## src/rtl/truth_table_sweeper.sv

```systemverilog
// Truth-table sweeper: drives {x,y,z} through 000..111 for a run of letra codes,
// samples the function block's s output and emits one 8-bit truth-table word per code.
module truth_table_sweeper #(
    parameter int         N_FUNCS   = 2,
    parameter logic [3:0] FIRST_SEL = 4'hA,
    parameter int         SETTLE    = 1
) (
    input  logic       clk,
    input  logic       reset,
    input  logic       start,
    input  logic       s,
    output logic       x,
    output logic       y,
    output logic       z,
    output logic       w,
    output logic [3:0] letra,
    output logic [7:0] table_out,
    output logic [3:0] table_sel,
    output logic       table_valid,
    output logic       busy,
    output logic       done
);

    typedef enum logic [2:0] {
        IDLE,
        WAIT,
        SAMPLE,
        EMIT,
        DONE
    } state_t;

    localparam logic [3:0] SETTLE_CNT = 4'(SETTLE);
    localparam logic [3:0] LAST_FUNC  = 4'(N_FUNCS - 1);

    state_t     state_q, state_d;
    logic [2:0] idx_q, idx_d;
    logic [2:0] xyz_q, xyz_d;
    logic [3:0] func_q, func_d;
    logic [3:0] cnt_q, cnt_d;
    logic [7:0] cap_q, cap_d;
    logic [3:0] letra_q, letra_d;
    logic [7:0] tout_q, tout_d;
    logic [3:0] tsel_q, tsel_d;
    logic       tvalid_q, tvalid_d;
    logic       busy_q, busy_d;
    logic       done_q, done_d;

    always_ff @(posedge clk or posedge reset) begin
        if (reset) begin
            state_q  <= IDLE;
            idx_q    <= 3'd0;
            xyz_q    <= 3'd0;
            func_q   <= 4'd0;
            cnt_q    <= 4'd0;
            cap_q    <= 8'd0;
            letra_q  <= FIRST_SEL;
            tout_q   <= 8'd0;
            tsel_q   <= 4'd0;
            tvalid_q <= 1'b0;
            busy_q   <= 1'b0;
            done_q   <= 1'b0;
        end else begin
            state_q  <= state_d;
            idx_q    <= idx_d;
            xyz_q    <= xyz_d;
            func_q   <= func_d;
            cnt_q    <= cnt_d;
            cap_q    <= cap_d;
            letra_q  <= letra_d;
            tout_q   <= tout_d;
            tsel_q   <= tsel_d;
            tvalid_q <= tvalid_d;
            busy_q   <= busy_d;
            done_q   <= done_d;
        end
    end

    // Pulses default low; everything else holds unless a state updates it.
    always_comb begin
        state_d  = state_q;
        idx_d    = idx_q;
        xyz_d    = xyz_q;
        func_d   = func_q;
        cnt_d    = cnt_q;
        cap_d    = cap_q;
        letra_d  = letra_q;
        tout_d   = tout_q;
        tsel_d   = tsel_q;
        tvalid_d = 1'b0;
        busy_d   = busy_q;
        done_d   = 1'b0;

        unique case (state_q)
            IDLE: begin
                if (start) begin
                    state_d = WAIT;
                    idx_d   = 3'd0;
                    xyz_d   = 3'd0;
                    letra_d = FIRST_SEL;
                    func_d  = 4'd0;
                    cap_d   = 8'd0;
                    cnt_d   = SETTLE_CNT;
                    busy_d  = 1'b1;
                end
            end
            WAIT: begin
                if (cnt_q != 4'd0) begin
                    cnt_d = cnt_q - 4'd1;
                end else begin
                    state_d = SAMPLE;
                end
            end
            SAMPLE: begin
                cap_d[idx_q] = s;
                if (idx_q == 3'd7) begin
                    state_d = EMIT;
                end else begin
                    idx_d   = idx_q + 3'd1;
                    xyz_d   = idx_q + 3'd1;
                    cnt_d   = SETTLE_CNT;
                    state_d = WAIT;
                end
            end
            // cap_q already holds the idx 7 sample written on the preceding edge.
            EMIT: begin
                tout_d   = cap_q;
                tsel_d   = letra_q;
                tvalid_d = 1'b1;
                if (func_q == LAST_FUNC) begin
                    state_d = DONE;
                end else begin
                    func_d  = func_q + 4'd1;
                    letra_d = letra_q + 4'd1;
                    idx_d   = 3'd0;
                    xyz_d   = 3'd0;
                    cap_d   = 8'd0;
                    cnt_d   = SETTLE_CNT;
                    state_d = WAIT;
                end
            end
            DONE: begin
                done_d  = 1'b1;
                busy_d  = 1'b0;
                state_d = IDLE;
            end
            default: begin
                state_d = IDLE;
            end
        endcase
    end

    assign x           = xyz_q[2];
    assign y           = xyz_q[1];
    assign z           = xyz_q[0];
    assign w           = 1'b0;
    assign letra       = letra_q;
    assign table_out   = tout_q;
    assign table_sel   = tsel_q;
    assign table_valid = tvalid_q;
    assign busy        = busy_q;
    assign done        = done_q;

endmodule
```

## config.mk

```make
export PLATFORM = sky130hd
export DESIGN_NAME = truth_table_sweeper
export DESIGN_NICKNAME = d
export VERILOG_FILES = /design/src/rtl/truth_table_sweeper.sv
export SDC_FILE = /design/constraint.sdc
export NUM_CORES = 1
export LEC_CHECK = 0
export CAP_MARGIN = 20
export CORE_MARGIN = 3
export CORE_UTILIZATION = 58
export CTS_CLUSTER_DIAMETER = 100
export DETAILED_ROUTE_END_ITERATION = 8
export GPL_ROUTABILITY_DRIVEN = 1
export PLACE_DENSITY = 0.84
export SLEW_MARGIN = 5
export SYNTH_ARGS = -nofsm -noshare
export SYNTH_HDL_FRONTEND = slang
export SYNTH_SLANG_ARGS = --single-unit
```

## constraint.sdc

```tcl
create_clock -name clk -period 2.8 [get_ports clk]
set_input_delay 0.56 -clock clk [delete_from_list [all_inputs] [get_ports clk]]
set_output_delay 0.56 -clock clk [all_outputs]
set_load 0.01 [all_outputs]
```

==> results.md, run 1 <==
- Post-DP Area: 2210 um^2
- CTS max path bufs: 2
- Worst Skew: 8.56 ps
- Combinational share of power: 4.1%
- GRT Overall Usage: 19.6%
- Post-Syn Nets: 208
- CTS Root Cell: clkbuf_4
- Pre-Repair DR Iteration Count: 4
- R2R Setup Slk: 1000 ps
- Yosys warnings: 0
- DR DRC count: 0
- Setup TNS Final: 0 ps
- Crit path time final: 2130 ps
- Mapped Cells: 197
- Worst skew pair latency: 350 ps
- Post-CTS Setup Inserts: 0
- Peak per-stage delay on the critical path: 630 ps
- Routed vias/inst: 5.60
- Synthesized cell area: 1940 um^2
- Measured slew at the worst slew-check pin: 539 ps
- Core area: 3130 um^2
- Synth Register Bits: 41
- CTS tree: done
- Fin worst setup slack: 670 ps
- Overall Power: 0.00105 W
- Layout cells sized above 1: 9.91%
- Final setup vio count: 0
- CP Capture Type: output port
- Max_cap viols: 0
- Clk slew on worst S/H paths: 120 ps
- Crit-path leading delay family: buffers and inverters
- First-pass GRT wire length: 6.38 mm
- Arrival @ worst endpoint: 1570 ps
- Die Width: 63.9 um
- Cell Chain, Critical Path: clkdlybuf4s50_1
- Int Pwr: 0.000834 W
- Initial antenna violation count: 0
- Relative slew slack: 64.0%
- Clk sinks: 41
- CP Class: flop to output port
- Synth unique cells: 45
- Worst path slowest cell: clkdlybuf4s50_1
- Die span in y: 63.9 um
- Sw power: 0.000219 W
- Ports: 27
- Initial drt markers: 112
- Number of gates resized after CTS: 0
- Power Density: 459 nW/um^2
- CP startpoint: xyz_q[0]$_DFFE_PP0P_
- Worst hold slack: 478 ps
- F_max: 469 MHz
- Peak supply drop: 0.416 mV
- Avg Inst Size Synth: 9.87 um^2
- HP Start: cap_q[4]$_DFFE_PP0P_
- Antenna diode count: 0
- Max Slew Vio Count: 0
- Hold Buf Count CTS: 0
- Peak fanout along the critical path: 13
- Num CTS Buffers: 5
- Worst path required time: 2240 ps
- Seq pwr share: 57.8%
- ANT nets after route: 0
- RSZ-0062 raised after global routing: no
- Port buffer count: 25
- Nets: 232
- Status: completed
- Buffers plus inverters on the worst setup path: 1
- Seq/Total Area, Yosys: 52.9%
- H-tree lvl count: 2
- Die area: 4080 um^2
- Power share of the clock group: 38.1%
- Leakage: 1.01 nW
- P&R area growth vs syn: 18.1%
- Largest net degree at the start of global routing: 42
- Switch share: 20.8%
- Worst r2r src: state_q[1]$_DFFE_PP0P_
- Rows: 20
- Routed len/inst: 13.9 um
- Grt total ovfl: 0
- Via count: 1490
- Design Area, Final: 2300 um^2
- Fin crit share: 76.1%
- Number of global-route vias before repair: 1492
- Final hold violations: 0
- Most common cell after layout, fill and taps aside: nand2_1
- Pre-CTS WS: 630 ps
- CP startpoint kind: flop
- Hold WC Path Type: flop to flop
- RePlAce Congestion: 0.795
- WL final: 3.70 mm
- Commonest non-fill, non-tap cells in the layout: nand2_1, dfrtp_1, clkdlybuf4s50_1
- HPWL Detailed: 2.73 mm
- Starting density of the core: 62.2%
[stage by stage]
| step | instances | utilization [%] |
|---|---|---|
| floorplan | 197 | - |
| CTS | 266 | 73.4 |
| global placement | 258 | 70.6 |
| finish | 266 | 73.4 |
| global route | 266 | 73.4 |
| detailed placement | 258 | 70.6 |
[cells by family after synthesis]
logic type	Yosys count	synth area share [%]
other cells	1	0.193
flops	41	52.9
buf+inv	19	4.50
xor+xnor	4	1.80
compound gates	41	14.7
fa+ha+maj	7	4.50
mux	1	0.579
simple gates	83	20.8
[area by class of cell]
type                       count  area, um^2
sequential                    41        1030
fill                         229         832
multi-input combinational    137         828
timing repair buffer          26         258
tap                           44        55.1
clock buffer                   6        51.3
clock inverter                 2        37.5
inverter                      10        37.5
[cells in the mapped netlist (all sizes together)]
cell / instances / area share, %
o21ai: 15 / 3.9
o22ai: 1 / 0.32
o2bb2ai: 3 / 1.4
xor2: 3 / 1.4
a22oi: 1 / 0.64
a31oi: 4 / 1.3
o21a: 3 / 1.2
nand3: 5 / 1.3
ha: 7 / 4.5
inv: 10 / 1.9
o22a: 1 / 0.45
nor3b: 3 / 1.4
clkbuf: 4 / 0.77
nand2b: 3 / 0.97
a21oi: 5 / 1.3
mux2: 1 / 0.58
a311oi: 1 / 0.45
xnor2: 1 / 0.45
and3: 1 / 0.32
a41oi: 1 / 0.45
nor2: 13 / 2.6
conb: 1 / 0.19
or3b: 4 / 2.1
dfrtp: 39 / 50
nand3b: 2 / 1.4
nor2b: 1 / 0.32
o211ai: 1 / 0.39
nand4: 1 / 0.32
o31ai: 2 / 0.77
or2: 1 / 0.32
buf: 5 / 1.8
nor3: 5 / 1.3
o221ai: 1 / 1.4
nand2: 44 / 8.5
a22o: 2 / 0.90
dfstp: 2 / 2.7
[final timing paths]
| kind | to | cells after the start |
|---|---|---|
| max in group asynchronous | letra[1]$_DFFE_PP1P_ | 3 |
| worst max register to register | cnt_q[3]$_DFFE_PP0P_ | 5 |
| worst max-delay path | z | 1 |
| min in group asynchronous | table_out[3]$_DFFE_PP0P_ | 3 |
| worst min-delay path | table_out[4]$_DFFE_PP0P_ | 2 |
| worst min register to register | table_out[4]$_DFFE_PP0P_ | 2 |
[flip-flops by register name, indices dropped and copies added (netlist names)]
signal,count
done,1
func_q,4
cnt_q,4
table_sel,4
xyz_q,3
table_valid,1
table_out,8
state_q,3
busy,1
cap_q,8
letra,4
[power groups by stage]
stage	Combinational (W)	Sequential [W]	Clock, W
3_3_place_gp	0.0000423	0.000620	0
5_1_grt	0.0000485	0.000610	0.000437
2_1_floorplan	0.0000185	0.000622	0
3_5_place_dp	0.0000439	0.000620	0
6_report	0.0000429	0.000609	0.000402
4_1_cts	0.0000440	0.000609	0.000413
[layer usage]
metal  global-route usage [%]  wire, um
met1                     23.1      1570
met2                     35.0      1890
met3                     4.57       180
met4                     6.20        53
met5                        0         0
No activity file was read; power rests on OpenSTA's default activity.
==> inputs of run 2 (changes only) <==
--- a/config.mk
+++ b/config.mk
@@ -7,11 +7,11 @@
 export LEC_CHECK = 0
 export CAP_MARGIN = 20
 export CORE_MARGIN = 3
-export CORE_UTILIZATION = 58
+export CORE_UTILIZATION = 54
 export CTS_CLUSTER_DIAMETER = 100
 export DETAILED_ROUTE_END_ITERATION = 8
 export GPL_ROUTABILITY_DRIVEN = 1
-export PLACE_DENSITY = 0.84
+export PLACE_DENSITY = 0.79
 export SLEW_MARGIN = 5
 export SYNTH_ARGS = -nofsm -noshare
 export SYNTH_HDL_FRONTEND = slang
==> constraint.sdc (replaced) <==
create_clock -name clk -period 2 [get_ports clk]
set_input_delay 0.4 -clock clk [delete_from_list [all_inputs] [get_ports clk]]
set_output_delay 0.4 -clock clk [all_outputs]
set_load 0.01 [all_outputs]
==> run 2 against run 1 <==
Sequential share of layout area down 0.70 points. Setup slack worse by 560 ps. Die area rose by 6.7%. Clock power increased by 40%. Total power is 40% higher. Combinational power is 48% higher. Via count increased by 0.94%. Final area rose by 2.0%. Global-route usage rose by 1.2 points.
==> results.md, run 2 (synthesis gave the netlist of run 1 again) <==
- Status: completed (unchanged)
- Most common cell after layout, fill and taps aside: nand2_1 (unchanged)
- Setup TNS Final: 0 ps (unchanged)
- ANT nets after route: 0 (unchanged)
- Number of global-route vias before repair: 1478 (was 1492)
- Routed len/inst: 14.2 um (was 13.9 um)
- Design Area, Final: 2340 um^2 (was 2300 um^2)
- Initial antenna violation count: 0 (unchanged)
- Post-Layout Cell Count: 272 (was 266)
- Layout cells sized above 1: 12.4% (was 9.91%)
- Fin crit share: 94.6%
- Rows: 21 (was 20)
- Hold WC Path Type: input port to async pin (was flop to flop)
- Overall Power: 0.00148 W (was 0.00105 W)
- Clk sinks: 41 (unchanged)
- First-pass GRT wire length: 6.78 mm (was 6.38 mm)
- GRT Overall Usage: 20.8% (was 19.6%)
- CP Capture Type: output port (unchanged)
- Crit-path leading delay family: flip-flops (was buffers and inverters)
- Buffers plus inverters on the worst setup path: 1 (unchanged)
- Hold Buf Count CTS: 0 (unchanged)
- WL final: 3.87 mm (was 3.70 mm)
- R2R Setup Slk: 270 ps (was 1000 ps)
- Peak per-stage delay on the critical path: 590 ps (was 630 ps)
- Nets: 236 (was 232)
- CTS tree: done (unchanged)
- Measured slew at the worst slew-check pin: 497 ps (was 539 ps)
- Largest net degree at the start of global routing: 42 (unchanged)
- Peak fanout along the critical path: 5 (was 13)
- RePlAce Congestion: 0.812 (was 0.795)
- Worst path slowest cell: dfstp_2 (was clkdlybuf4s50_1)
- Reg2Reg Depth: 6 (was 5)
- Commonest non-fill, non-tap cells in the layout: nand2_1, dfrtp_1, clkdlybuf4s50_1 (unchanged)
- CP startpoint kind: flop (unchanged)
- Max_cap viols: 0 (unchanged)
- Post-CTS Setup Inserts: 0 (unchanged)
- F_max: 528 MHz
- Worst r2r src: cnt_q[0]$_DFFE_PP0P_ (was state_q[1]$_DFFE_PP0P_)
- Die Width: 66.0 um (was 63.9 um)
- Num CTS Buffers: 5 (unchanged)
- Die area: 4360 um^2 (was 4080 um^2)
- Leakage: 1.04 nW (was 1.01 nW)
- Peak supply drop: 0.526 mV (was 0.416 mV)
- Max Slew Vio Count: 0 (unchanged)
- Starting density of the core: 57.4% (was 62.2%)
- DR DRC count: 0 (unchanged)
- P&R area growth vs syn: 20.4% (was 18.1%)
- Ports: 27 (unchanged)
- Grt total ovfl: 0 (unchanged)
- H-tree lvl count: 2 (unchanged)
- CTS Root Cell: clkbuf_4 (unchanged)
- Layout fillers: 269 (was 229)
- Dpl cells: 264 (was 258)
- Cell Chain, Critical Path: clkdlybuf4s50_1 (unchanged)
- Power Density: 632 nW/um^2 (was 459 nW/um^2)
- Arrival @ worst endpoint: 1490 ps (was 1570 ps)
- RR Endpoint: cnt_q[2]$_DFFE_PP0P_ (was cnt_q[3]$_DFFE_PP0P_)
- Sequential cell area: 1030 um^2 (about the same)
- RSZ-0062 raised after global routing: no (unchanged)
- HPWL Detailed: 2.80 mm (was 2.73 mm)
- Clk slew on worst S/H paths: 120 ps (about the same)
- Final hold violations: 0 (unchanged)
- Die span in y: 66.0 um (was 63.9 um)
- Pre-Repair DR Iteration Count: 4 (unchanged)
- Worst skew pair latency: 360 ps (was 350 ps)
- Port buffer count: 25 (unchanged)
- Worst path required time: 1600 ps (was 2240 ps)
- Initial drt markers: 99 (was 112)
- Number of gates resized after CTS: 0 (unchanged)
- Crit path time final: 1890 ps
- Core area: 3390 um^2 (was 3130 um^2)
- Relative slew slack: 66.7% (was 64.0%)
- Final setup vio count: 0 (unchanged)
- CP Class: flop to output port (unchanged)
- Multi-input gate area: 828 um^2 (unchanged)
- Via count: 1504 (was 1490)
- Post-DP Area: 2250 um^2 (was 2210 um^2)
- CTS max path bufs: 2 (unchanged)
- Antenna diode count: 0 (unchanged)
- Worst Skew: 10.9 ps (was 8.56 ps)
- Routed vias/inst: 5.53 (was 5.60)
-- run 2: cell count changes in the layout (fill, tap and decap cells not counted) --
| cell | change |
|---|---|
| buf_12 | +1 |
| buf_4 | +3 |
| clkbuf_1 | +1 |
| clkinvlp_4 | -1 |
| dfrtp_1 | -3 |
| dfrtp_2 | +3 |
-- run 2: report_power, final --
part	internal, W	switching, W
clock network	0.000299	0.000266
logic	0.0000294	0.0000339
registers	0.000844	0.00000817
total	0.00117	0.000308
-- run 2: metrics by stage --
step / utilization (%) / setup WS [ps] / hold WS, ps
3_5_place_dp: 66.4 / 77.0 / 462
6_report: 69.1 / 108 / 389
5_1_grt: 69.1 / 43.2 / 424
3_3_place_gp: 66.4 / 129 / 458
2_1_floorplan: - / 407 / 432
4_1_cts: 69.0 / 36.4 / 391
-- run 2: cell type report --
class	instances	area share, %
flip-flops and latches	41	44.1
inverters	10	1.60
multi-input cells	137	35.4
clock inverters	1	1.28
repair buffers	30	12.8
clock buffers	7	2.35
well taps	46	2.46
-- run 2: how the worst max path moves through the flow --
stage | cells after the start | start | to | slack (ps)
final | 1 | letra[1]$_DFFE_PP1P_ | letra[1] | 110
after global routing | 1 | letra[1]$_DFFE_PP1P_ | letra[1] | 40
after CTS | 1 | xyz_q[0]$_DFFE_PP0P_ | z | 40
after detailed placement | 5 | start | cnt_q[2]$_DFFE_PP0P_ | 80
after global placement | 5 | start | xyz_q[0]$_DFFE_PP0P_ | 130
after floorplan | 6 | func_q[1]$_DFFE_PP0P_ | xyz_q[0]$_DFFE_PP0P_ | 410
-- run 2: layer usage --
metal / track usage [%] / up-vias / wire length (um)
met5: 0 / - / 0
met2: 33.5 / 41 / 1910
met4: 9.90 / 0 / 78
met1: 25.4 / 728 / 1700
li1: - / 727 / -
met3: 6.12 / 8 / 175
